<file path="src/rtl/mem_ahb_ctrl_pkg.sv">
// Shared types and helpers for the AHB-Lite SRAM controller.
// Transfer decode, byte-lane and error rules.
package mem_ahb_ctrl_pkg;

  typedef enum logic [1:0] {
    HT_IDLE   = 2'd0,
    HT_BUSY   = 2'd1,
    HT_NONSEQ = 2'd2,
    HT_SEQ    = 2'd3
  } htrans_e;

  localparam logic HRESP_OKAY  = 1'b0;
  localparam logic HRESP_ERROR = 1'b1;

  typedef enum logic [2:0] {
    ST_IDLE,
    ST_WR,
    ST_RD_WAIT,
    ST_ERR1,
    ST_ERR2
  } ctrl_state_e;

  // Little-endian lane mask for a sized access; 8 lanes max.
  function automatic logic [7:0] size_to_be(
    input logic [2:0] hsize,
    input logic [2:0] addr_lo,
    input int         data
  );
    logic [15:0] m;
    m = (16'd1 << (4'd1 << hsize)) - 16'd1;
    m = m << addr_lo;
    if (data == 32)
      return {4'b0000, m[3:0]};
    return m[7:0];
  endfunction

  // Oversize, misaligned or out-of-range access.
  function automatic logic is_err(
    input logic [2:0]  hsize,
    input logic [63:0] haddr,
    input int          mem_bytes,
    input int          data
  );
    logic [2:0]  lb;
    logic [63:0] mask;
    logic        bad_size;
    logic        bad_align;
    logic        bad_range;
    lb        = (data == 64) ? 3'd3 : 3'd2;
    mask      = (64'd1 << hsize) - 64'd1;
    bad_size  = hsize > lb;
    bad_align = (haddr & mask) != 64'd0;
    bad_range = haddr >= 64'(mem_bytes);
    return bad_size | bad_align | bad_range;
  endfunction

endpackage

</file>
<file path="src/rtl/mem_ahb_ctrl_if.sv">
// AHB-Lite slave bus plus SRAM-side signals.
// slave = controller view, master = bus/SRAM view.
interface mem_ahb_ctrl_if #(
  parameter int ADDR = 32,
  parameter int DATA = 32,
  parameter int AW   = 10
);
  logic                hsel;
  logic [1:0]          htrans;
  logic [2:0]          hburst;
  logic [2:0]          hsize;
  logic [3:0]          hprot;
  logic                hmastlock;
  logic [ADDR-1:0]     haddr;
  logic                hwrite;
  logic [DATA-1:0]     hwdata;
  logic [DATA-1:0]     hrdata;
  logic                hresp;
  logic                hreadyout;
  logic                hready;
  logic                mem_req;
  logic                mem_we;
  logic [AW-1:0]       mem_addr;
  logic [DATA/8-1:0]   mem_be;
  logic [DATA-1:0]     mem_wdata;
  logic [DATA-1:0]     mem_rdata;

  modport slave (
    input  hsel, htrans, hburst, hsize,
    input  hprot, hmastlock, haddr,
    input  hwrite, hwdata, hready,
    input  mem_rdata,
    output hrdata, hresp, hreadyout,
    output mem_req, mem_we, mem_addr,
    output mem_be, mem_wdata
  );

  modport master (
    output hsel, htrans, hburst, hsize,
    output hprot, hmastlock, haddr,
    output hwrite, hwdata, hready,
    output mem_rdata,
    input  hrdata, hresp, hreadyout,
    input  mem_req, mem_we, mem_addr,
    input  mem_be, mem_wdata
  );
endinterface

</file>
<file path="src/rtl/mem_ahb_ctrl.sv">
// AHB-Lite slave sequencing a single-port sync SRAM.
// Zero-wait writes, RD_LAT-wait reads, two-cycle ERROR.
module mem_ahb_ctrl
  import mem_ahb_ctrl_pkg::*;
#(
  parameter int ADDR      = 32,
  parameter int DATA      = 32,
  parameter int MEM_BYTES = 4096,
  parameter int RD_LAT    = 1
) (
  input  logic         hclk,
  input  logic         hreset_n,
  mem_ahb_ctrl_if.slave bus
);

  localparam int NB = DATA / 8;
  localparam int LB = $clog2(NB);
  localparam int AW = $clog2(MEM_BYTES / NB);
  localparam int CW = 3;

  ctrl_state_e   state;
  ctrl_state_e   state_n;
  logic [CW-1:0] cnt;
  logic [CW-1:0] cnt_n;
  logic [AW-1:0] waddr;
  logic [NB-1:0] be;

  logic            ready;
  logic            resp;
  logic [DATA-1:0] rdata;
  logic            req;
  logic            we;
  logic [AW-1:0]   maddr;
  logic [NB-1:0]   mbe;
  logic [DATA-1:0] mwdata;

  logic ahb_act;
  logic accept;
  logic err;
  logic go_err;
  logic go_wr;
  logic go_rd;
  logic hold_rd;
  logic unused_ok;

  assign unused_ok = ^{bus.hburst,
                       bus.hprot,
                       bus.hmastlock};

  assign ahb_act = bus.htrans == HT_NONSEQ
                || bus.htrans == HT_SEQ;

  assign err = is_err(bus.hsize,
                      64'(bus.haddr),
                      MEM_BYTES, DATA);

  // State register and address-phase capture.
  always_ff @(posedge hclk or negedge hreset_n) begin
    if (!hreset_n) begin
      state <= ST_IDLE;
      cnt   <= '0;
      waddr <= '0;
      be    <= '0;
    end else begin
      state <= state_n;
      cnt   <= cnt_n;
      if (accept) begin
        waddr <= bus.haddr[AW+LB-1:LB];
        be    <= NB'(size_to_be(
                   bus.hsize,
                   3'(bus.haddr[LB-1:0]),
                   DATA));
      end
    end
  end

  // Data-phase outputs and next-state choice.
  always_comb begin
    ready   = 1'b1;
    resp    = HRESP_OKAY;
    rdata   = '0;
    req     = 1'b0;
    we      = 1'b0;
    maddr   = '0;
    mbe     = '0;
    mwdata  = '0;
    state_n = ST_IDLE;
    cnt_n   = '0;

    unique case (state)
      ST_WR: begin
        req    = 1'b1;
        we     = 1'b1;
        maddr  = waddr;
        mbe    = be;
        mwdata = bus.hwdata;
      end
      ST_RD_WAIT: begin
        if (cnt != '0)
          ready = 1'b0;
        else
          rdata = bus.mem_rdata;
        if (cnt == CW'(RD_LAT)) begin
          req   = 1'b1;
          maddr = waddr;
        end
      end
      ST_ERR1: begin
        ready = 1'b0;
        resp  = HRESP_ERROR;
      end
      ST_ERR2: begin
        resp = HRESP_ERROR;
      end
      default: ;
    endcase

    accept  = ready & bus.hsel
            & bus.hready & ahb_act;
    go_err  = accept & err;
    go_wr   = accept & ~err & bus.hwrite;
    go_rd   = accept & ~err & ~bus.hwrite;
    hold_rd = (state == ST_RD_WAIT)
            & (cnt != '0);

    unique case (1'b1)
      (state == ST_ERR1): state_n = ST_ERR2;
      hold_rd: begin
        state_n = ST_RD_WAIT;
        cnt_n   = cnt - CW'(1);
      end
      go_err: state_n = ST_ERR1;
      go_wr:  state_n = ST_WR;
      go_rd: begin
        state_n = ST_RD_WAIT;
        cnt_n   = CW'(RD_LAT);
      end
      default: state_n = ST_IDLE;
    endcase
  end

  assign bus.hreadyout = ready;
  assign bus.hresp     = resp;
  assign bus.hrdata    = rdata;
  assign bus.mem_req   = req;
  assign bus.mem_we    = we;
  assign bus.mem_addr  = maddr;
  assign bus.mem_be    = mbe;
  assign bus.mem_wdata = mwdata;

endmodule

</file>
<file path="src/flat_wrapper.sv">
// flat-port wrapper written by rule: the top's interface ports become plain ports
module mem_ahb_ctrl_flat import mem_ahb_ctrl_pkg::*;
#(
  parameter int ADDR      = 32,
  parameter int DATA      = 32,
  parameter int MEM_BYTES = 4096,
  parameter int RD_LAT    = 1
)
  (hclk, hreset_n, bus_hsel, bus_htrans, bus_hburst, bus_hsize, bus_hprot, bus_hmastlock, bus_haddr, bus_hwrite, bus_hwdata, bus_hready, bus_mem_rdata, bus_hrdata, bus_hresp, bus_hreadyout, bus_mem_req, bus_mem_we, bus_mem_addr, bus_mem_be, bus_mem_wdata);
  mem_ahb_ctrl_if #(.ADDR(ADDR), .DATA(DATA), .AW(10)) bus_i ();
  input  logic hclk;
  input  logic hreset_n;
  input wire logic [$bits(bus_i.hsel)-1:0] bus_hsel;
  input wire logic [$bits(bus_i.htrans)-1:0] bus_htrans;
  input wire logic [$bits(bus_i.hburst)-1:0] bus_hburst;
  input wire logic [$bits(bus_i.hsize)-1:0] bus_hsize;
  input wire logic [$bits(bus_i.hprot)-1:0] bus_hprot;
  input wire logic [$bits(bus_i.hmastlock)-1:0] bus_hmastlock;
  input wire logic [$bits(bus_i.haddr)-1:0] bus_haddr;
  input wire logic [$bits(bus_i.hwrite)-1:0] bus_hwrite;
  input wire logic [$bits(bus_i.hwdata)-1:0] bus_hwdata;
  input wire logic [$bits(bus_i.hready)-1:0] bus_hready;
  input wire logic [$bits(bus_i.mem_rdata)-1:0] bus_mem_rdata;
  output wire logic [$bits(bus_i.hrdata)-1:0] bus_hrdata;
  output wire logic [$bits(bus_i.hresp)-1:0] bus_hresp;
  output wire logic [$bits(bus_i.hreadyout)-1:0] bus_hreadyout;
  output wire logic [$bits(bus_i.mem_req)-1:0] bus_mem_req;
  output wire logic [$bits(bus_i.mem_we)-1:0] bus_mem_we;
  output wire logic [$bits(bus_i.mem_addr)-1:0] bus_mem_addr;
  output wire logic [$bits(bus_i.mem_be)-1:0] bus_mem_be;
  output wire logic [$bits(bus_i.mem_wdata)-1:0] bus_mem_wdata;
  assign bus_i.hsel = bus_hsel;
  assign bus_i.htrans = bus_htrans;
  assign bus_i.hburst = bus_hburst;
  assign bus_i.hsize = bus_hsize;
  assign bus_i.hprot = bus_hprot;
  assign bus_i.hmastlock = bus_hmastlock;
  assign bus_i.haddr = bus_haddr;
  assign bus_i.hwrite = bus_hwrite;
  assign bus_i.hwdata = bus_hwdata;
  assign bus_i.hready = bus_hready;
  assign bus_i.mem_rdata = bus_mem_rdata;
  assign bus_hrdata = bus_i.hrdata;
  assign bus_hresp = bus_i.hresp;
  assign bus_hreadyout = bus_i.hreadyout;
  assign bus_mem_req = bus_i.mem_req;
  assign bus_mem_we = bus_i.mem_we;
  assign bus_mem_addr = bus_i.mem_addr;
  assign bus_mem_be = bus_i.mem_be;
  assign bus_mem_wdata = bus_i.mem_wdata;
  mem_ahb_ctrl #(.ADDR(ADDR), .DATA(DATA), .MEM_BYTES(MEM_BYTES), .RD_LAT(RD_LAT)) u_core (.hclk(hclk), .hreset_n(hreset_n), .bus(bus_i));
endmodule
</file>
<file path="config.mk">
export PLATFORM = sky130hd
export DESIGN_NAME = mem_ahb_ctrl_flat
export DESIGN_NICKNAME = d
export VERILOG_FILES = /design/src/rtl/mem_ahb_ctrl_pkg.sv /design/src/rtl/mem_ahb_ctrl_if.sv /design/src/rtl/mem_ahb_ctrl.sv /design/src/flat_wrapper.sv
export SDC_FILE = /design/constraint.sdc
export NUM_CORES = 1
export LEC_CHECK = 0
export CORE_MARGIN = 5
export CORE_UTILIZATION = 28
export CTS_CLUSTER_SIZE = 20
export DETAILED_ROUTE_END_ITERATION = 8
export PLACE_DENSITY = 0.86
export SYNTH_ARGS = -nofsm -noshare
export SYNTH_HDL_FRONTEND = slang
export SYNTH_SLANG_ARGS = --single-unit
</file>
<file path="constraint.sdc">
create_clock -name hclk -period 1.9 [get_ports hclk]
set_clock_uncertainty 0.05 [all_clocks]
set_input_delay 0.285 -clock hclk [delete_from_list [all_inputs] [get_ports hclk]]
set_output_delay 0.285 -clock hclk [all_outputs]
set_load 0.05 [all_outputs]
</file>
==> flow_metrics.tcl <==
set metrics [dict create \
    crit_slowest_cell "dfrtp_1" \
    cts_buffers 3 \
    insertion_delay_ns 0.26 \
    hold_buffers 0 \
    rsz0062_at_grt "yes" \
    clk_pin_slew_ns 0.07 \
    fmax_mhz 508.4 \
    cpPeakStageDelay_ns 0.39 \
    wl_per_cell_um 19.81 \
    leakagePower_nw 2.195 \
    n_antenna_cell 0 \
    die_area_mm2 0.007706 \
    nets 558 \
    crit_chain "buf_6, ha_4, nand3_4, a21oi_4, buf_6, and2_2, buf_12" \
    numClockSinks 20 \
    synth_top_cells_by_area "dfrtp_1, and2_1, nand2_1" \
    slew_violations 0 \
    cp.arrival_ns 1.63 \
    start_util_pct 28.78 \
    violations "setup timing" \
    max-vdd-ir-drop_uv 313.1 \
    crit_type "flop to output pin" \
    dpl.cell_count 485 \
    area_growth_pct 203.2 \
    hold_viol 0 \
    setup_ws_ns -0.06685 \
    drv_cap 0 \
    synth_top_area_cell "dfrtp_1" \
    crit_top_cell "buf_6" \
    grt_pass1_wl_um 13630 \
    drive_gt1_share_pct 52.86 \
    synth_common_cells "and2_1, nand2_1, dfrtp_1" \
    grt_usage_pct 23.05 \
    status "finished, violations left" \
    fin_crit_sh_pct 103.5 \
    h-tree-depth 1 \
    worstSetupEndpointType "output pin" \
    drt.antenna.violating_nets 0 \
    grt_max_degree 21 \
    critPathRequiredTime_ns 1.56 \
    start_kind "flop" \
    setup_viol 42 \
    synth_area_mm2 0.001694 \
    timing.rr.end "u_core.cnt[0]$_DFF_PN0_" \
    drtIter0Drc 79 \
    die_h_um 87.79 \
    synthCells 223 \
    avgSynthCellArea_um2 7.597 \
    core_mm2 0.005886 \
    antenna_found_initial 0 \
    worst_pin_slew_ns 0.3618 \
    reg2regPathDepth 7 \
    r2r_slack_ns 0.08 \
    io_buffers 186 \
    overflow 0 \
    fin_tns_setup_ns -1.902 \
    hp-class "primary input to asynchronous set/reset pin" \
    reg2reg_from "u_core.cnt[0]$_DFF_PN0_" \
    synth_ff_type "dfrtp_1" \
    die_w_um 87.79 \
    vias_per_cell 4.863 \
    final_util_pct 87.27 \
    ys_seq_area_share_pct 29.54 \
    drc 0 \
    drt_wl_total_um 10140 \
    layout.cells.non_filler 512 \
    tritoncts "done" \
    cts_buffer_depth 2 \
    io_pins 196 \
    cts_root_buffer "clkbuf_8" \
    synth_edf_count 0 \
    syn_nets 342 \
    synth_cell_types 39 \
    async_flop_share_pct 100.0 \
    via_count 2490 \
    drt_first_pass_iters 4 \
    rows 28 \
    pwr_density_cell_mw_per_mm2 329.8 \
    fin_hold_ws_ns 0.3100 \
    detailed_place_hpwl_um 7159 \
    yosys.cell_count.top_type "and2_1" \
    grt_pass1_vias 2493 \
    path_max_fanout 5 \
    synth_seq_cells 20 \
    slew_headroom_pct 75.83 \
    yosys_warnings 0 \
    gp_congestion 0.8856 \
    synth_top_cell_area_share_pct 29.54 \
    period_minus_slack_ns 1.967 \
]
==> per-layer routing <==
layer  vias to the layer above  wire length (um)  part of all wire [%]  global-route usage (%)
met5                         -                 0                     0                       0
met4                         0               192                   1.9                   5.858
met3                        14               875                   8.6                   5.456
met2                       140              5615                    55                   45.55
met1                      1181              3458                    34                   24.05
li1                       1155                 -                     -                       -
==> cells in the final DEF, fill, tap and decap left out, drive strengths merged, types with 2 or more instances in the layout <==
cell type and count:
a211oi 2, inv 7, nor4 5, and2 78
a21oi 5, o21a 2, o21ai 9, nor3 3
o22ai 2, dlygate4sd2 2, nand2 39, clkdlybuf4s50 101
dfrtp 20, clkbuf 4, nor2 12, nand2b 3
ha 5, nand3 3, buf 119
==> timing repair <==
item	CTS	global route
cloned	3	5
setup buffers	8	8
pin swaps	21	26
endpoints found under the setup margin	44	83
resized for setup	68	49
==> where the power goes <==
part	leakage [nW]	switching, mW	internal (mW)
registers	0.254	0.0307	0.475
clock network	0.0216	0.141	0.142
logic	1.92	0.396	0.510
==> worst max-delay path: cells and delay by family (launching register included) <==
| family | cells | cell delay [ns] |
|---|---|---|
| buffers and inverters | 3 | 0.41 |
| AO/OA/AOI/OAI | 1 | 0.18 |
| AND/OR/NAND/NOR | 2 | 0.24 |
| flip-flops | 1 | 0.39 |
| adder cells (fa/ha/maj) | 1 | 0.14 |
==> kinds of logic after synthesis <==
logic type	after synthesis	synth area share [%]
flip-flops	20	29.54
AND/OR/NAND/NOR	148	48.82
XOR/XNOR	1	0.5171
buffers and inverters	20	5.613
AO/OA/AOI/OAI	29	11.82
adder cells (fa/ha/maj)	5	3.693
==> how the worst max path moves through the flow <==
stage | from | to | depth (start not counted)
after CTS | u_core.cnt[0]$_DFF_PN0_ | bus_mem_addr[7] | 7
after detailed placement | bus_hsize[2] | u_core.cnt[0]$_DFF_PN0_ | 8
after global placement | bus_hsize[2] | u_core.state[0]$_DFF_PN0_ | 8
after floorplan | u_core.cnt[0]$_DFF_PN0_ | bus_hrdata[10] | 6
after global routing | u_core.cnt[0]$_DFF_PN0_ | bus_mem_addr[7] | 7
final | u_core.cnt[0]$_DFF_PN0_ | bus_mem_addr[7] | 7
==> flip-flops by register name (all words and copies together) (netlist names) <==
signal / cells
u_core.waddr: 10
u_core.cnt: 3
u_core.be: 4
u_core.state: 3
==> stage by stage <==
stage	setup WS (ns)	power (mW)	instance area (um^2)
floorplan	0.04774	0.8079	1718
global placement	-0.2422	1.283	4548
detailed placement	-0.3646	1.304	4548
CTS	-0.04271	1.631	4897
global route	-0.1246	1.767	5136
finish	-0.06685	1.694	5136
==> final cells by class <==
type | count | area (um^2)
clock buffers | 3 | 41.29
repair buffers | 224 | 3079
inverters | 7 | 28.78
multi-input cells | 183 | 1389
fillers | 267 | 749.5
flip-flops and latches | 20 | 504.2
well taps | 75 | 93.84
Power figures use the tool's default switching activity.
==> patch (same flow settings) <==
Make the reset (`hreset_n`) synchronous in one clocked block.
--- a/src/rtl/mem_ahb_ctrl.sv
+++ b/src/rtl/mem_ahb_ctrl.sv
@@ -55,7 +55,7 @@
                       MEM_BYTES, DATA);
 
   // State register and address-phase capture.
-  always_ff @(posedge hclk or negedge hreset_n) begin
+  always_ff @(posedge hclk) begin
     if (!hreset_n) begin
       state <= ST_IDLE;
       cnt   <= '0;
Function: differs if hreset_n is asserted again (counterexample within 4 cycles, from zero or initial values and one cycle with hreset_n low); with hreset_n held inactive, the same outputs for 10 cycles.
==> patch against the original RTL <==
- the run still ends with setup timing left
- total power is 9.1% lower
- design area shrank 1.7%
- die area is 2.4% higher
- sequential cell count unchanged
- routed wire length rose by 13%
- fmax shrank 3.8%
- first-iteration DRC count increased by 150%
- synthesized cell count rose by 1.3%
- global-route usage down 0.44 points
- setup slack got worse by 77 ps
- area after synthesis grew 2.7%
- critical path type unchanged
- largest cell class unchanged
==> patch: results (changes against the original RTL) <==
| Metric | Value |
|---|---|
| DRC | `0 (unchanged)` |
| Failing checks | `setup timing` |
| Outcome | `finished, violations left` |
| TritonRoute pass-1 iters | `5 (+1)` |
| RD Place Congestion | `0.820 (-7.4%)` |
| Syn Nets | `345 (+0.88%)` |
| Most used DFF post-synth | `dfxtp_1` |
| Delay-heaviest family, CP | `buffers and inverters` |
| WL met1 | `3.83 mm (+11%)` |
| Met2 Track Usage GR | `0.460 (+0.00403)` |
| First-pass GRT wire length | `13.6 mm (-0.21%)` |
| All-Layer GR Usage | `0.226 (-0.00442)` |
| DP Worst Slack | `-364 ps (+0.277 ps)` |
| Rel. slew slack | `0.726 (-0.0322)` |
| Met1 usage | `0.229 (-0.0119)` |
| Max IR drop VDD | `0.433 mV (+38%)` |
| Root buffer cell | `clkbuf_8` |
| 1st-iter DRT viols | `195 (+150%)` |
| Tightest Hold Check Type | `reg2reg` |
| Vias in the first global route | `2496 (+0.12%)` |
| Post-DP HPWL | `7.65 mm (+6.9%)` |
| Routed wl met3 | `938 um (+7.2%)` |
| Setup violations, final | `81 (+93%)` |
| Post-synthesis mux area share | `0.0633 (+0.0633)` |
| Combinational gate power | `653 uW (-28%)` |
| Clk pwr | `451 uW (+60%)` |
| Adder-cell area share of the yosys netlist | `0.0359 (-0.000982)` |
| IO Port Bufs | `186 (unchanged)` |
| Sequential-to-total area share from yosys stat | `0.230 (-0.0654)` |
| Vias | `2613 (+4.9%)` |
| Global Route met3 Usage | `0.0577 (+0.00317)` |
| Max FO, Critical Path | `6 (+1)` |
| Met2 wire length | `6.19 mm (+10%)` |
| Sw Ratio | `0.292 (-0.0426)` |
| Asr flop ratio synth | `0 (-1.00)` |
| Top cells by count, synth | `and2_1 (79), dfxtp_1 (20), nor2_1 (19)` |
| Largest regs | `u_core.waddr x10, u_core.be x4` |
| Synth Area in Compound Gates | `0.110 (-0.00818)` |
| Max incr delay on CP | `340 ps (-50 ps)` |
| Worst-path clk slew | `80 ps` |
| Leak | `0.00204 uW (-6.9%)` |
| Worst setup margin | `-144 ps (-77.4 ps)` |
| Worst EP arrival | `1710 ps (+80 ps)` |
| Post-Synth XOR/XNOR Area | `0.0101 (+0.00489)` |
| TritonCTS Buffers | `3 (unchanged)` |
| CP max stage cell | `dfxtp_2` |
| Initial antenna violation count | `0 (unchanged)` |
| Layout Nets | `541 (-3.0%)` |
| Ratio of cells with drive above 1 in the final layout | `0.513 (-0.0155)` |
| Largest net degree at the start of global routing | `38 (+81%)` |
| Wirelength per Cell | `23.1 um (+17%)` |
| Post-DP Area | `4600 um2 (+1.1%)` |
| Area contributors post-synth | `and2_1 (28%), dfxtp_1 (23%), mux2i_1 (6.3%)` |
| Yosys warnings | `0 (unchanged)` |
| Distinct cell type count after synthesis | `45 (+15%)` |
[patch: final cells by class]
type                            count  area, um2
Timing Repair Buffer              206       2930
Multi-Input combinational cell    184       1510
Fill cell                         273        940
Sequential cell                    20        412
Tap cell                           75       93.8
Clock buffer                        3       41.3
Clock inverter                      1       30.0
Inverter                            7       28.8
[patch: what timing repair did]
| item | 4_1_cts | 5_1_grt |
|---|---|---|
| setup buffers | 2 | 2 |
| resized for setup | 48 | 58 |
| gates cloned | 1 | 3 |
| pin swaps | 24 | 16 |
| setup endpoints to repair | 85 | 92 |
[patch: stage by stage]
stage	hold slack, ps	instances	power [uW]	utilization	setup TNS [ps]
3_3_place_gp	416	484	1000	0.768	-1530
6_report	459	496	1540	0.843	-9260
3_5_place_dp	423	484	1020	0.768	-1980
5_1_grt	484	496	1570	0.843	-12090
2_1_floorplan	382	226	645	-	0
4_1_cts	436	491	1470	0.803	-2490
[patch: final timing paths]
check	to	cells after the start	from	slack [ps]
min	u_core.waddr[1]	2	u_core.waddr[1]	460
max	bus_mem_addr[5]	7	u_core.cnt[1]	-140
max reg2reg	u_core.cnt[0]	6	u_core.cnt[0]	-30
min reg2reg	u_core.waddr[1]	2	u_core.waddr[1]	460
[patch: cell families (layout without fill, tap and decap cells)]
kind of cell	after synthesis	after routing
DFF	20	20
xor gates and xnor gates	2	2
adders and majority gates	5	5
and+or+nand+nor	141	141
buffers and inverters	22	217
AOI/OAI and AO/OA	25	25
muxes	11	11
[patch: worst reg2reg max path: cells and delay by family (launching register included)]
kind | cells | cell delay, ps
buffers and inverters | 1 | 70
and+or+nand+nor | 2 | 700
DFF | 1 | 370
adders and majority gates | 1 | 180
AOI/OAI and AO/OA | 2 | 510
